==> src/rtl/mem_pkg.sv <==
// ============================================================================
// mem_pkg -- shared encodings for the instruction/data memory arbiter
// Revision: 1.0
// ============================================================================
`default_nettype none

package mem_pkg;

  localparam logic [1:0] SZ_BYTE    = 2'b00;
  localparam logic [1:0] SZ_HALF    = 2'b01;
  localparam logic [1:0] SZ_WORD    = 2'b10;
  localparam logic [1:0] SZ_ILLEGAL = 2'b11;

  typedef enum logic [1:0] {
    IDLE   = 2'b00,
    ACCESS = 2'b01,
    RESP   = 2'b10
  } state_e;

  typedef enum logic {
    FETCH = 1'b0,
    DATA  = 1'b1
  } owner_e;

endpackage : mem_pkg

`default_nettype wire

==> src/rtl/mem_align_chk.sv <==
// ============================================================================
// mem_align_chk -- flags an access whose address does not suit its size
// Revision: 1.0
// ============================================================================
`default_nettype none

module mem_align_chk
  import mem_pkg::*;
(
  input  logic [1:0] addr,
  input  logic [1:0] size,
  output logic       misaligned
);

  always_comb begin
    misaligned = 1'b0;
    case (size)
      SZ_BYTE: misaligned = 1'b0;
      SZ_HALF: misaligned = addr[0];
      SZ_WORD: misaligned = |addr;
      default: misaligned = 1'b1;
    endcase
  end

endmodule : mem_align_chk

`default_nettype wire

==> src/rtl/mem_arbiter.sv <==
// ============================================================================
// mem_arbiter -- shares one memory between fetch and data ports, data first
// Revision: 1.0
// ============================================================================
`default_nettype none

module mem_arbiter
  import mem_pkg::*;
#(
  parameter int STARVE_LIMIT = 4
) (
  input  logic        clk,
  input  logic        reset,
  input  logic        if_req,
  input  logic [31:0] if_addr,
  output logic        if_ready,
  output logic [31:0] if_rdata,
  output logic        if_err,
  input  logic        d_req,
  input  logic        d_we,
  input  logic [31:0] d_addr,
  input  logic [31:0] d_wdata,
  input  logic [1:0]  d_size,
  output logic        d_ready,
  output logic [31:0] d_rdata,
  output logic        d_err,
  output logic [31:0] mem_address,
  output logic [31:0] mem_write_data,
  output logic        mem_write,
  output logic        mem_read,
  output logic [1:0]  mem_size,
  input  logic [31:0] mem_read_data
);

  localparam int               CNT_W   = $clog2(STARVE_LIMIT + 1);
  localparam logic [CNT_W-1:0] LIMIT_C = CNT_W'(STARVE_LIMIT);

  state_e            state_q, state_d;
  owner_e            owner_q, owner_d;
  logic [CNT_W-1:0]  starve_cnt_q, starve_cnt_d;
  logic [31:0]       addr_q, addr_d;
  logic [31:0]       wdata_q, wdata_d;
  logic [1:0]        size_q, size_d;
  logic              we_q, we_d;
  logic              err_q, err_d;
  logic [31:0]       if_rdata_q, if_rdata_d;
  logic [31:0]       d_rdata_q, d_rdata_d;

  logic w_if_mis;
  logic w_d_mis;
  logic w_fetch_win;
  logic w_sel_mis;

  mem_align_chk u_if_chk (
    .addr       (if_addr[1:0]),
    .size       (SZ_WORD),
    .misaligned (w_if_mis)
  );

  mem_align_chk u_d_chk (
    .addr       (d_addr[1:0]),
    .size       (d_size),
    .misaligned (w_d_mis)
  );

  // Fetch only beats a pending data request once it has lost STARVE_LIMIT times in a row.
  assign w_fetch_win = if_req && (!d_req || (starve_cnt_q == LIMIT_C));
  assign w_sel_mis   = w_fetch_win ? w_if_mis : w_d_mis;

  always_ff @(posedge clk or posedge reset) begin
    if (reset) begin
      state_q      <= IDLE;
      owner_q      <= FETCH;
      starve_cnt_q <= '0;
      addr_q       <= '0;
      wdata_q      <= '0;
      size_q       <= '0;
      we_q         <= 1'b0;
      err_q        <= 1'b0;
      if_rdata_q   <= '0;
      d_rdata_q    <= '0;
    end else begin
      state_q      <= state_d;
      owner_q      <= owner_d;
      starve_cnt_q <= starve_cnt_d;
      addr_q       <= addr_d;
      wdata_q      <= wdata_d;
      size_q       <= size_d;
      we_q         <= we_d;
      err_q        <= err_d;
      if_rdata_q   <= if_rdata_d;
      d_rdata_q    <= d_rdata_d;
    end
  end

  always_comb begin
    state_d      = state_q;
    owner_d      = owner_q;
    starve_cnt_d = starve_cnt_q;
    addr_d       = addr_q;
    wdata_d      = wdata_q;
    size_d       = size_q;
    we_d         = we_q;
    err_d        = err_q;
    if_rdata_d   = if_rdata_q;
    d_rdata_d    = d_rdata_q;

    case (state_q)
      IDLE: begin
        if (if_req || d_req) begin
          owner_d = w_fetch_win ? FETCH : DATA;
          err_d   = w_sel_mis;
          if (w_fetch_win) begin
            starve_cnt_d = '0;
          end else if (if_req && (starve_cnt_q != LIMIT_C)) begin
            starve_cnt_d = starve_cnt_q + 1'b1;
          end
          // Misaligned requests never reach memory, so the mem_* bus keeps its old values.
          if (w_sel_mis) begin
            state_d = RESP;
            if (w_fetch_win) if_rdata_d = '0;
            else             d_rdata_d  = '0;
          end else begin
            state_d = ACCESS;
            addr_d  = w_fetch_win ? if_addr : d_addr;
            size_d  = w_fetch_win ? SZ_WORD : d_size;
            we_d    = !w_fetch_win && d_we;
            if (!w_fetch_win) wdata_d = d_wdata;
          end
        end
      end
      ACCESS: begin
        state_d = RESP;
        if (owner_q == FETCH) if_rdata_d = mem_read_data;
        else                  d_rdata_d  = we_q ? 32'h0 : mem_read_data;
      end
      RESP:    state_d = IDLE;
      default: state_d = IDLE;
    endcase
  end

  assign mem_address    = addr_q;
  assign mem_write_data = wdata_q;
  assign mem_size       = size_q;
  assign mem_write      = (state_q == ACCESS) && we_q;
  assign mem_read       = (state_q == ACCESS) && !we_q;

  assign if_ready = (state_q == RESP) && (owner_q == FETCH);
  assign d_ready  = (state_q == RESP) && (owner_q == DATA);
  assign if_err   = if_ready && err_q;
  assign d_err    = d_ready && err_q;
  assign if_rdata = if_rdata_q;
  assign d_rdata  = d_rdata_q;

endmodule : mem_arbiter

`default_nettype wire

==> config.mk <==
export PLATFORM = sky130hd
export DESIGN_NAME = mem_arbiter
export DESIGN_NICKNAME = d
export VERILOG_FILES = /design/src/rtl/mem_pkg.sv /design/src/rtl/mem_align_chk.sv /design/src/rtl/mem_arbiter.sv
export SDC_FILE = /design/constraint.sdc
export NUM_CORES = 1
export LEC_CHECK = 0
export ABC_AREA = 1
export CAP_MARGIN = 20
export CORE_MARGIN = 3
export CORE_UTILIZATION = 45
export DETAILED_ROUTE_END_ITERATION = 10
export PLACE_DENSITY = 0.84
export SLEW_MARGIN = 5
export SYNTH_ARGS = -nofsm -noshare
export SYNTH_HDL_FRONTEND = slang
export SYNTH_SLANG_ARGS = --single-unit
==> constraint.sdc <==
create_clock -name clk -period 13.7 [get_ports clk]
set_input_delay 2.74 -clock clk [delete_from_list [all_inputs] [get_ports clk]]
set_output_delay 2.74 -clock clk [all_outputs]
set_load 0.05 [all_outputs]
==> impl_results.md <==
- Outcome: finished clean
- Cells after Synth: 837
- IO Count: 271
- Critical path class: in2reg
- Final hold violation count: 0
- Logic pwr share: 53.3%
- Port-buffer cells: 270
- Tot GR Track Use: 25.4%
- Clock Tree Buf Depth: 2
- Power Density: 246 nW/um^2
- Vias in the first global route: 6,179
- Post-Syn Area per Cell: 7.66 um^2
- Final critical-path share of the clock period: 39.5%
- # DRC: 0
- Total gr overflow: 0
- Minimum clock period: 5400 ps
- Flop pwr share: 26.7%
- IR Drop Worst-Case VDD: 149 uV
- Post-synth top area cell: dfrtp_1
- Per-cell routed wire length: 15.9 um
- FP Rows: 42
- Initial drt markers: 571
- Data arrival, critical path: 5680 ps
- Synth unique cells: 29
- Cts hold-fix bufs: 0
- Clock skew: 5.35 ps
- Full die area: 15,700 um^2
- Clock share of power: 20.1%
- CTS resizes: 0
- Area of the multi-input gates: 2530 um^2
- CTS Sinks: 138
- Pre-antenna DRT Iters: 5
- NumNets Final: 1,221
- Share of cells above drive strength 1: 4.83%
- Vias: 6,363
- Detail Route Antenna Nets: 0
- Max-Cap Viols: 0
- Post-synthesis mux area share: 0%
- Clock transition at path regs: 60 ps
- Diode count: 0
- Fmax: 185 MHz
- Reg area: 3450 um^2
- Pint: 1.25 mW
- Ys Warns: 0
- HP Start: if_rdata[17]
- RSZ-0062 raised after global routing: false
- Reg2reg start: starve_cnt_q[0]
- Hold Path Sink: if_rdata[17]
- Mapped Area: 6410 um^2
- Setup TNS Final: 0 ps
- Post-Synth XOR/XNOR Area: 0.137%
- CP Max Fanout: 36
- Total CTS buffers: 17
- Routed wire length: 20,300 um
- Setup repair bufs after CTS: 0
- Worst Hold Class: reg2reg
- Area contributors post-synth: dfrtp_1 (54%), nand2_1 (23%), nand3_1 (5.5%), o21ai_0 (3.0%), nor3_1 (2.7%)
- Switching share of power: 48.2%
- Required @ worst endpoint: 13,970 ps
- Fill cells: 1,053
- LEAKAGE: 4.95 nW
- Worst setup EP type: flip-flop
- Worst-Skew Late Latency: 410 ps
- Layout area overhead: 53.0%
- Hpwl dp: 13,800 um
- WHS: 472 ps
- Final GP Congestion: 0.816
- Initial antenna violation count: 0
- Finish-stage setup viols: 0
- Compound-Gate Fraction of Synth Area: 3.63%
- Core area: 13,600 um^2
- Flops & latches, synth: 138
- Net switching power: 1.17 mW
- Die Wd: 125 um
- CTS tree: done
- First-pass GRT wire length: 31,800 um
- Slew @ Worst Pin: 978 ps
- Relative slew slack: 34.4%
- Total power: 2.42 mW
- Top cell type's share of synthesized area: 53.9%
- Starting Density: 47.1%
- Crit Reg-Reg Endpoint: we_q
- Die Span Y: 125 um
- Register area share after synthesis: 53.9%
- Simple-gate area share of the yosys netlist: 35.3%
- R2R depth: 10
- Hold Crit Depth: 2
- Largest family of logic cells by synthesized area: simple AND/OR/NAND/NOR gates
- H-tree depth: 4
- Largest net degree at the start of global routing: 83
- Fin. max-slew vios: 0
- Startpoint type of the worst setup path: input port
- FF-to-FF setup slack: 10,480 ps
- Vias per cell: 5.00
- Synthesized Nets: 974
- Root Buffer: clkbuf_16
- Adder-Cell Fraction of Synth Area: 0.390%
## power groups by stage
stage	Sequential [mW]	Combinational, mW	Clock, mW
2_1_floorplan	1.13	0.350	0
3_3_place_gp	0.641	1.27	0
3_5_place_dp	0.646	1.28	0
4_1_cts	0.644	1.29	0.489
5_1_grt	0.663	1.36	0.505
6_report	0.645	1.29	0.485
## state kept, by name, summed over array words and instances, names as in the netlist
register,flops
state_q,2
err_q,1
if_rdata,32
we_q,1
starve_cnt_q,3
d_rdata,32
mem_size,2
mem_write_data,32
owner_q,1
mem_address,32
## cell families (layout without fill, tap and decap cells)
| logic type | after synthesis | after routing |
|---|---|---|
| AND/OR/NAND/NOR | 556 | 556 |
| flip-flops | 138 | 138 |
| buffers and inverters | 97 | 357 |
| AO/OA/AOI/OAI | 43 | 43 |
| adder cells (fa/ha/maj) | 2 | 2 |
| XOR/XNOR | 1 | 1 |
## final cells by class
| cell class | instances | area share, % |
|---|---|---|
| clock buffers | 26 | 5.29 |
| clock inverters | 6 | 1.10 |
| inverters | 46 | 1.81 |
| multi-input cells | 602 | 25.8 |
| flip-flops and latches | 138 | 35.2 |
| well taps | 176 | 2.24 |
| repair buffers | 279 | 28.6 |
## worst max-delay path by stage
| stage | end | startpoint |
|---|---|---|
| after detailed placement | we_q | d_req |
| after floorplan | d_rdata[0] | reset |
| after global routing | mem_address[21] | d_req |
| after CTS | mem_address[25] | d_req |
| after global placement | we_q | d_req |
| final | we_q | d_req |
## layer usage
metal	global-route usage, %	vias up	wire length, um
met4	9.12	0	524
met2	42.9	294	10000
met1	30.5	2939	7970
met5	0	-	0
met3	8.23	39	1770
li1	-	3091	-
## critical path, stage by stage
cell and delay (ps):
clkdlybuf4s50_1 520, nand2_1 150, nand2_2 560, nand2_4 340, nand2_1 160, nand2_2 390
inv_2 620, o21ai_0 150
## placed cells by master (no fill, tap or decap), types with 6 or more instances in the layout
cell,Yosys,routed
clkbuf_8,0,6
dfrtp_1,138,138
o21ai_0,38,38
inv_1,42,41
buf_4,8,7
nor2_1,41,41
clkbuf_16,0,17
nand2_1,398,398
clkdlybuf4s50_1,0,270
nor3_1,34,34
nand3_1,71,71
## cell usage after synthesis (all sizes together)
cell	count
a21boi	1
a21oi	2
nor4	2
nand3b	1
dfrtp	138
nand3	72
xor2	1
clkinv	1
clkbuf	21
buf	30
inv	45
nor3	34
ha	2
nand2	403
o21ai	40
nor2	44
## per-stage QoR
| step | setup slack (ps) | util (%) | std cells | instance area (um^2) |
|---|---|---|---|---|
| after detailed placement | 7870 | 67.1 | 1239 | 9140 |
| after floorplan | 7260 | - | 837 | 6410 |
| final | 8300 | 72.1 | 1273 | 9810 |
| after global placement | 7980 | 67.1 | 1239 | 9140 |
| after global routing | 8010 | 72.1 | 1273 | 9810 |
| after CTS | 8300 | 71.7 | 1271 | 9760 |
(Power assumes the default switching activity.)
